File: src/rtl/crc_chk_serial_if.sv
// Serial CRC checker link: incoming bitstream plus frame results.
// The deserializer side drives the serial inputs, and the checker drives the status and result fields.
interface crc_chk_serial_if #(
  parameter int DW = 8,
  parameter int PW = 8
);
  logic          sin;
  logic          sin_vld;
  logic          sin_sof;
  logic          busy;
  logic          done;
  logic          crc_ok;
  logic          crc_err;
  logic [DW-1:0] rx_data;
  logic [PW-1:0] rx_crc;
  logic [PW-1:0] calc_crc;

  modport master (
    output sin, sin_vld, sin_sof,
    input  busy, done, crc_ok, crc_err, rx_data, rx_crc, calc_crc
  );

  modport slave (
    input  sin, sin_vld, sin_sof,
    output busy, done, crc_ok, crc_err, rx_data, rx_crc, calc_crc
  );
endinterface

File: src/rtl/crc_chk_serial.sv
// Serial CRC checker: recomputes the CRC over DW MSB-first data bits and compares it with the PW received CRC bits.
// Optional frame/error/abort statistics are enabled by defining CRC_CHK_STATS_EN.
module crc_chk_serial #(
  parameter int            DW   = 8,
  parameter int            PW   = 8,
  parameter logic [PW-1:0] POLY = 8'h07,
  parameter logic [PW-1:0] INIT = '0
) (
  input  logic                 clk,
  input  logic                 rst_b,
  crc_chk_serial_if.slave      lnk
`ifdef CRC_CHK_STATS_EN
  ,
  input  logic                 stats_clr,
  output logic [15:0]          frm_cnt,
  output logic [15:0]          err_cnt,
  output logic [15:0]          abort_cnt
`endif
);

  localparam logic [1:0] S_IDLE = 2'd0;
  localparam logic [1:0] S_DATA = 2'd1;
  localparam logic [1:0] S_CRC  = 2'd2;

  localparam int MAXW = (DW > PW) ? DW : PW;
  localparam int CW   = $clog2(MAXW) + 1;

  localparam logic [CW-1:0] CNT_DATA = CW'(DW - 1);
  localparam logic [CW-1:0] CNT_CRC  = CW'(PW);
  localparam logic [CW-1:0] CNT_ONE  = CW'(1);

  logic [1:0]    state_q,    state_d;
  logic [CW-1:0] cnt_q,      cnt_d;
  logic [PW-1:0] lfsr_q,     lfsr_d;
  logic [DW-1:0] rx_data_q,  rx_data_d;
  logic [PW-1:0] rx_crc_q,   rx_crc_d;
  logic [PW-1:0] calc_crc_q, calc_crc_d;
  logic          done_q,     done_d;
  logic          ok_q,       ok_d;
  logic          err_q,      err_d;

  logic [PW-1:0] lfsr_nxt;
  logic [PW-1:0] lfsr_sof;

  function automatic logic [PW-1:0] lfsr_step(input logic [PW-1:0] s, input logic b);
    logic          fb;
    logic [PW-1:0] n;
    fb   = s[PW-1] ^ b;
    n    = '0;
    n[0] = fb;
    for (int unsigned i = 1; i < unsigned'(PW); i++) begin
      n[i] = s[i-1] ^ (POLY[i] & fb);
    end
    return n;
  endfunction

  always_comb begin
    lfsr_nxt   = lfsr_step(lfsr_q, lnk.sin);
    lfsr_sof   = lfsr_step(INIT, lnk.sin);
    state_d    = state_q;
    cnt_d      = cnt_q;
    lfsr_d     = lfsr_q;
    rx_data_d  = rx_data_q;
    rx_crc_d   = rx_crc_q;
    calc_crc_d = calc_crc_q;
    done_d     = 1'b0;
    ok_d       = ok_q;
    err_d      = err_q;

    if (lnk.sin_vld) begin
      if (lnk.sin_sof) begin
        // sof restarts from any state; an unfinished frame is dropped without done
        lfsr_d    = lfsr_sof;
        rx_data_d = DW'(lnk.sin);
        ok_d      = 1'b0;
        err_d     = 1'b0;
        if (DW == 1) begin
          calc_crc_d = lfsr_sof;
          cnt_d      = CNT_CRC;
          state_d    = S_CRC;
        end else begin
          cnt_d   = CNT_DATA;
          state_d = S_DATA;
        end
      end else begin
        case (state_q)
          S_DATA: begin
            rx_data_d = (rx_data_q << 1) | DW'(lnk.sin);
            lfsr_d    = lfsr_nxt;
            if (cnt_q == CNT_ONE) begin
              calc_crc_d = lfsr_nxt;
              cnt_d      = CNT_CRC;
              state_d    = S_CRC;
            end else begin
              cnt_d = cnt_q - CNT_ONE;
            end
          end
          S_CRC: begin
            rx_crc_d = {rx_crc_q[PW-2:0], lnk.sin};
            if (cnt_q == CNT_ONE) begin
              done_d  = 1'b1;
              ok_d    = (rx_crc_d == calc_crc_q);
              err_d   = ~ok_d;
              state_d = S_IDLE;
            end else begin
              cnt_d = cnt_q - CNT_ONE;
            end
          end
          default: ;
        endcase
      end
    end
  end

  always_ff @(posedge clk or negedge rst_b) begin
    if (!rst_b) begin
      state_q    <= S_IDLE;
      cnt_q      <= '0;
      lfsr_q     <= INIT;
      rx_data_q  <= '0;
      rx_crc_q   <= '0;
      calc_crc_q <= '0;
      done_q     <= 1'b0;
      ok_q       <= 1'b0;
      err_q      <= 1'b0;
    end else begin
      state_q    <= state_d;
      cnt_q      <= cnt_d;
      lfsr_q     <= lfsr_d;
      rx_data_q  <= rx_data_d;
      rx_crc_q   <= rx_crc_d;
      calc_crc_q <= calc_crc_d;
      done_q     <= done_d;
      ok_q       <= ok_d;
      err_q      <= err_d;
    end
  end

  assign lnk.busy     = (state_q != S_IDLE);
  assign lnk.done     = done_q;
  assign lnk.crc_ok   = ok_q;
  assign lnk.crc_err  = err_q;
  assign lnk.rx_data  = rx_data_q;
  assign lnk.rx_crc   = rx_crc_q;
  assign lnk.calc_crc = calc_crc_q;

`ifdef CRC_CHK_STATS_EN
  logic        abort;
  logic [15:0] frm_cnt_q, err_cnt_q, abort_cnt_q;

  assign abort = lnk.sin_vld & lnk.sin_sof & (state_q != S_IDLE);

  always_ff @(posedge clk or negedge rst_b) begin
    if (!rst_b) begin
      frm_cnt_q   <= '0;
      err_cnt_q   <= '0;
      abort_cnt_q <= '0;
    end else if (stats_clr) begin
      frm_cnt_q   <= '0;
      err_cnt_q   <= '0;
      abort_cnt_q <= '0;
    end else begin
      if (done_q && (frm_cnt_q != '1)) begin
        frm_cnt_q <= frm_cnt_q + 16'd1;
      end
      if (done_q && err_q && (err_cnt_q != '1)) begin
        err_cnt_q <= err_cnt_q + 16'd1;
      end
      if (abort && (abort_cnt_q != '1)) begin
        abort_cnt_q <= abort_cnt_q + 16'd1;
      end
    end
  end

  assign frm_cnt   = frm_cnt_q;
  assign err_cnt   = err_cnt_q;
  assign abort_cnt = abort_cnt_q;
`endif

endmodule

File: src/flat_wrapper.sv
// flat-port wrapper written by rule: the top's interface ports become plain ports
module crc_chk_serial_flat 
#(
  parameter int            DW   = 8,
  parameter int            PW   = 8,
  parameter logic [PW-1:0] POLY = 8'h07,
  parameter logic [PW-1:0] INIT = '0
)
  (clk, rst_b, lnk_sin, lnk_sin_vld, lnk_sin_sof, lnk_busy, lnk_done, lnk_crc_ok, lnk_crc_err, lnk_rx_data, lnk_rx_crc, lnk_calc_crc);
  crc_chk_serial_if #(.DW(DW), .PW(PW)) lnk_i ();
  input  logic clk;
  input  logic rst_b;
  input wire logic [$bits(lnk_i.sin)-1:0] lnk_sin;
  input wire logic [$bits(lnk_i.sin_vld)-1:0] lnk_sin_vld;
  input wire logic [$bits(lnk_i.sin_sof)-1:0] lnk_sin_sof;
  output wire logic [$bits(lnk_i.busy)-1:0] lnk_busy;
  output wire logic [$bits(lnk_i.done)-1:0] lnk_done;
  output wire logic [$bits(lnk_i.crc_ok)-1:0] lnk_crc_ok;
  output wire logic [$bits(lnk_i.crc_err)-1:0] lnk_crc_err;
  output wire logic [$bits(lnk_i.rx_data)-1:0] lnk_rx_data;
  output wire logic [$bits(lnk_i.rx_crc)-1:0] lnk_rx_crc;
  output wire logic [$bits(lnk_i.calc_crc)-1:0] lnk_calc_crc;
  assign lnk_i.sin = lnk_sin;
  assign lnk_i.sin_vld = lnk_sin_vld;
  assign lnk_i.sin_sof = lnk_sin_sof;
  assign lnk_busy = lnk_i.busy;
  assign lnk_done = lnk_i.done;
  assign lnk_crc_ok = lnk_i.crc_ok;
  assign lnk_crc_err = lnk_i.crc_err;
  assign lnk_rx_data = lnk_i.rx_data;
  assign lnk_rx_crc = lnk_i.rx_crc;
  assign lnk_calc_crc = lnk_i.calc_crc;
  crc_chk_serial #(.DW(DW), .PW(PW), .POLY(POLY), .INIT(INIT)) u_core (.clk(clk), .rst_b(rst_b), .lnk(lnk_i));
endmodule
File: config.mk
export PLATFORM = sky130hd
export DESIGN_NAME = crc_chk_serial_flat
export DESIGN_NICKNAME = d
export VERILOG_FILES = /design/src/rtl/crc_chk_serial_if.sv /design/src/rtl/crc_chk_serial.sv /design/src/flat_wrapper.sv
export SDC_FILE = /design/constraint.sdc
export NUM_CORES = 1
export LEC_CHECK = 0
export BUFFER_PORTS_ARGS = -buffer_cell sky130_fd_sc_hd__buf_2
export CAP_MARGIN = 20
export CORE_ASPECT_RATIO = 0.8
export CORE_UTILIZATION = 45
export CTS_CLUSTER_SIZE = 8
export DETAILED_ROUTE_END_ITERATION = 6
export HOLD_SLACK_MARGIN = 0.06
export PLACE_DENSITY = 0.64
export SYNTH_ARGS = -nofsm -noshare
export SYNTH_HDL_FRONTEND = slang
export SYNTH_SLANG_ARGS = --single-unit
File: constraint.sdc
create_clock -name clk -period 3.45 [get_ports clk]
set_input_delay 0.1725 -clock clk [delete_from_list [all_inputs] [get_ports clk]]
set_output_delay 0.1725 -clock clk [all_outputs]
set_load 0.02 [all_outputs]
---- Word level (Yosys, flattened, before mapping) ----
Index checks and enable logic that the tools add are counted.
operators by class
  add/subtract/negate cells ............... 1
  eq/ne operators ......................... 7
  mux-type cells .......................... 22
  bitwise gates (word level) .............. 6
  reduce and logical (&&, ||, !) cells .... 11
operators by type and width
  cell                                               number
  two-way mux 8 bit                                  4
  two-way mux 4 bit                                  3
  two-way mux 1 bit                                  10
  AND reduction 3 bit                                3
  == test 8 bit                                      1
  bitwise OR 8 x 1 -> 8 bit                          1
  one-hot mux 4 bit (2 select lines)                 1
  AND reduction 4 bit                                2
  nonzero test 2 bit                                 4
  two-way mux 2 bit                                  3
  != test 3 x 2 -> 1 bit (second input constant)     2
  == test 4 x 1 -> 1 bit (second input constant)     1
  one-hot mux 2 bit (2 select lines)                 1
  subtractor 4 x 1 -> 4 bit (second input constant)  1
  != test 3 bit (second input constant)              1
  nonzero test 3 bit                                 1
  XOR 1 bit                                          3
  == test 2 x 1 -> 1 bit (second input constant)     1
  == test 2 bit (second input constant)              1
  NOT 1 bit                                          2
  AND reduction 2 bit                                1
storage, ports and cells
  register bits after elaboration ......... 41
  output and inout port bits .............. 28
  logic and storage cells ................. 56

---- Logic depth before layout (Yosys ltp) ----
  depth after elaboration ................. 5
  gate-level depth with buffers ........... 6
  gate-level depth less buffers ........... 6

---- Worst setup path after synthesis ----
Ideal clock, no wire load.
  path kind ............................... reg-to-reg
  from .................................... reg u_core.cnt_q[1]
  to ...................................... reg u_core.cnt_q[3]
  data arrival time ....................... 1482 ps
  path slack .............................. 1847 ps
  cell stages (with the launch flop) ...... 7
  buffers on the path ..................... 0
  period minus slack after synthesis ...... 1603 ps
  cells stage by stage .................... dfrtp_1 -> inv_1 -> ha_1 -> or3b_4 -> and3_4 -> o22a_1 -> o22a_1
on the way
  longest elaborated chain between the ends .. 4
  elaborated cells between the ends (all ways) .. 8
  those cells by class .................... add/sub: 1; eq/ne: 2; mux: 4; reduce/logical: 1
RTL lines
  what                                                                 RTL line                                     RTL
  start, declared                                                      crc_chk_serial.sv:33                         logic [CW-1:0] cnt_q, cnt_d;
  start signal, assigned                                               crc_chk_serial.sv:128                        cnt_q <= cnt_d;
  subtractor 4 x 1 -> 4 bit or == test 4 x 1 -> 1 bit (tied branches)  -
  two-way mux 4 bit (on tied branches)                                 crc_chk_serial.sv:100, crc_chk_serial.sv:90
  one-hot mux 4 bit (2 select lines)                                   crc_chk_serial.sv:86                         case (state_q)
  two-way mux 4 bit                                                    crc_chk_serial.sv:71                         if (lnk.sin_sof) begin
Several ways; a longest one is shown, not always the timed one. The select of a mux whose other input is x is not followed.
A chain may end at the register's enable or synchronous reset.

---- Worst setup path after layout ----
  from .................................... reg u_core.state_q[0]
  to ...................................... reg u_core.rx_data_q[0], in the netlist u_core.lnk.rx_data[0]
on the way
  longest elaborated chain between the ends .. 3
RTL lines
  what                                  RTL line               RTL
  start, declared                       crc_chk_serial.sv:32   logic [1:0] state_q, state_d;
  start signal, assigned                crc_chk_serial.sv:127  state_q <= state_d;
  == test 2 x 1 -> 1 bit                crc_chk_serial.sv:86
  nonzero test 2 bit (no source line)   -
  AND reduction 2 bit (no source line)  -
  end signal, assigned                  crc_chk_serial.sv:130  rx_data_q <= rx_data_d;
  end, declared                         crc_chk_serial.sv:35   logic [DW-1:0] rx_data_q, rx_data_d;
Every way passes these cells.

==> flow_summary.ini <==
[status]
status = finished clean

[synthesis]
yosys_warnings = 0
syn_inst = 154
synth_cell_types = 37
avgSynthCellArea_sq_um = 12.08
ys_ff_latch = 41
syn-cell-area_sq_um = 1861
syn_nets = 161
ys_seq_area_share_pct = 55.14

[clock_tree]
h-tree-depth = 2
insertion_delay_ns = 0.29
clk_pin_slew_worst_paths_ns = 0.08
cts_resized = 0
cts_sinks = 41
cts_buffer_depth = 2
cts_buffers = 5
cts_root_buf = clkbuf_8
cts_tree = built

[timing]
fmax_mhz = 533.3
maxSlewHeadroom_pct = 41.04
fin_ws_ns = 1.575
fin_tns_setup_ns = 0
rsz0062_at_grt = no
tightestPinTransition_ns = 0.8844
hold_viol = 0
min_period_ns = 1.875
finalSetupViolCount = 0
fin_skew_ns = 0.006275
slew_viol_final = 0
period_share_pct = 54.36

[die]
floorplan.initialDensity_pct = 47.97
die_h_um = 59.51
die-area_sq_um = 4397
num_rows = 20
die-width_um = 73.89
ios = 33
core_sq_um = 3879

[final_layout]
area_growth_pct = 16.01
diodes = 0
drive_gt1_share_pct = 34.92
layout.nets = 195
post-route-util_pct = 55.65
n_fill_cell = 354

[worst_setup_path]
endpoint_kind = flip-flop
cpPeakStageDelay_ns = 0.68
slowest_stage = o21ai_1
cp.arrival_ns = 2.05
critPathLaunchType = flip-flop
crit_path_max_fanout = 12
critical_path_class = flip-flop to flip-flop
crit_path_cell_trace = and2b_1 > o21ai_1 > mux2_2
cp.required_ns = 3.63

[detailed_routing]
vias_per_cell = 5.475
wl_per_cell_um = 15.73
drc_errors = 0
wl_met2_mm = 1.765
num_vias = 1336
wl_met1_mm = 1.839
routed_wl_mm = 3.838
first_pass_iters = 4
drtIter0Drc = 62
routed.top_layer = met4
wl_met3_um = 192
ant_nets = 0

[global_routing]
overflow = 0
grt_pass1_vias = 1288
grt_pass1_wl_mm = 6.348
track_usage_pct = 19.65
grt_max_degree = 42
antenna_found_initial = 0

[placement]
gp_congestion = 0.8620
post-place-ws_ns = 1.603
hpwl_mm = 2.728
io_buffers = 32

[pwr]
p_leak_nw = 1.137
vdd_drop_max_uv = 342.6
finalPower_mw = 1.145
power_density_nw_per_um2 = 530.7

[flow_run]
max_cap_viol_count = 0

[min_path]
hold_class = input pin to flip-flop
[worst paths after layout]
check                                      start                     end  slack, ns  cells past startpoint
max                            u_core.state_q[0]   u_core.lnk.rx_data[0]       1.57                      3
min                                      lnk_sin        u_core.lfsr_q[2]       0.27                      3
max reg2reg                    u_core.state_q[0]   u_core.lnk.rx_data[0]       1.57                      3
min reg2reg                u_core.lnk.rx_data[7]   u_core.lnk.rx_data[7]       0.51                      1
max in group asynchronous                  rst_b         u_core.cnt_q[0]       2.35                      2
min in group asynchronous                  rst_b  u_core.lnk.calc_crc[6]       0.54                      2
[layout by cell type (no fill, tap or decap), drive strengths merged]
cell         Yosys  final
nor2             2      2
buf              4     32
clkinvlp         0      1
a31o             2      2
o2bb2ai          1      1
a21oi            6      6
o22ai            6      6
and4bb           1      1
mux2i            2      2
clkbuf           2      5
a31oi            1      1
o21a             1      1
and3             2      2
dlygate4sd3      0      1
nor4             2      2
xnor2            3      3
nand3            2      2
o22a             2      2
or3b             1      1
nor3b            1      1
and2b            1      1
a22o            11     11
xor2             8      8
clkinv           0      2
nor3             1      1
ha               2      2
dfrtp           41     41
o221ai           1      1
o21ai            7      7
mux2            16     16
inv              7      7
nand2b           3      3
nand2           11     11
nor2b            3      3
or2              1      1
[cell families after synthesis]
logic type               Yosys count  synth area share, %
buffers and inverters             13                2.892
adder cells (fa/ha/maj)            2                1.345
flip-flops                        41                55.14
AO/OA/AOI/OAI                     38                14.26
multiplexers                      18                10.76
XOR/XNOR                          11                5.179
AND/OR/NAND/NOR                   31                10.42
[cells in the mapped netlist]
cell	count	area (sq um)
buf_2	4	20.02
nor4_1	2	12.51
and3_4	1	11.26
nor2_1	1	3.750
nor2b_1	2	12.51
o221ai_1	1	8.760
nor3b_2	1	12.51
nand2b_1	3	18.77
a31o_2	2	17.52
inv_1	7	26.28
o21ai_0	6	30.03
nor2b_2	1	8.760
and2b_1	1	7.510
mux2i_1	2	20.02
o22ai_1	6	37.54
a21oi_1	6	30.03
dfrtp_1	41	1026
nand2_1	10	37.54
a31oi_1	1	6.260
xnor2_1	3	26.28
o2bb2ai_1	1	8.760
a22o_1	11	96.34
o22a_1	2	17.52
nand3_1	2	10.01
xor2_1	8	70.07
o21a_1	1	7.510
and3_1	1	6.260
and4bb_2	1	12.51
o21ai_1	1	5.000
or3b_4	1	11.26
or2_2	1	6.260
nor2_4	1	11.26
clkbuf_1	2	7.510
ha_1	2	25.02
mux2_2	16	180.2
nor3_1	1	5.000
nand2_2	1	6.260
[area by class of cell]
cell class	instances	area [sq um]	area share [%]
Sequential cell	41	1026	47.54
Inverter	7	26.28	1.217
Timing Repair Buffer	33	170.2	7.884
Multi-Input combinational cell	100	780.7	36.17
Tap cell	55	68.82	3.188
Clock buffer	5	68.82	3.188
Clock inverter	3	17.52	0.8116
[through the flow]
stage / hold slack, ns / cell area (sq um) / std cells
6_report: 0.2726 / 2158 / 244
2_1_floorplan: -0.1231 / 1861 / 154
3_5_place_dp: 0.3473 / 2062 / 235
4_1_cts: 0.2673 / 2158 / 244
3_3_place_gp: 0.3319 / 2062 / 235
5_1_grt: 0.2936 / 2158 / 244
[state kept, by name (all words and copies together), names as in the netlist]
signal               cells
u_core.state_q           2
u_core.lnk.done          1
u_core.lnk.rx_data       8
u_core.lnk.crc_ok        1
u_core.lfsr_q            8
u_core.lnk.calc_crc      8
u_core.lnk.crc_err       1
u_core.cnt_q             4
u_core.lnk.rx_crc        8
[where the power goes]
part           internal (mW)  switching [mW]
combinational          0.105           0.146
clock                  0.139           0.161
sequential             0.537          0.0564
total                  0.781           0.364
[timing repair]
item	4_1_cts	5_1_grt
buffers inserted	0	0
hold buffers	1	0
setup endpoints to repair	0	0
hold endpoints to repair	41	0
[critical path: cells and delay by family, from the launching register on]
family | cells | cell delay (ns)
and+or+nand+nor | 1 | 0.25
AOI/OAI and AO/OA | 1 | 0.68
DFF | 1 | 0.43
muxes | 1 | 0.41
[per-layer routing]
layer / vias to the layer above / global-route usage [%]
li1: 617 / -
met1: 671 / 27.15
met2: 43 / 30.54
met3: 5 / 5.272
met4: 0 / 5.769
met5: - / 0
Power figures use the tool's default switching activity.
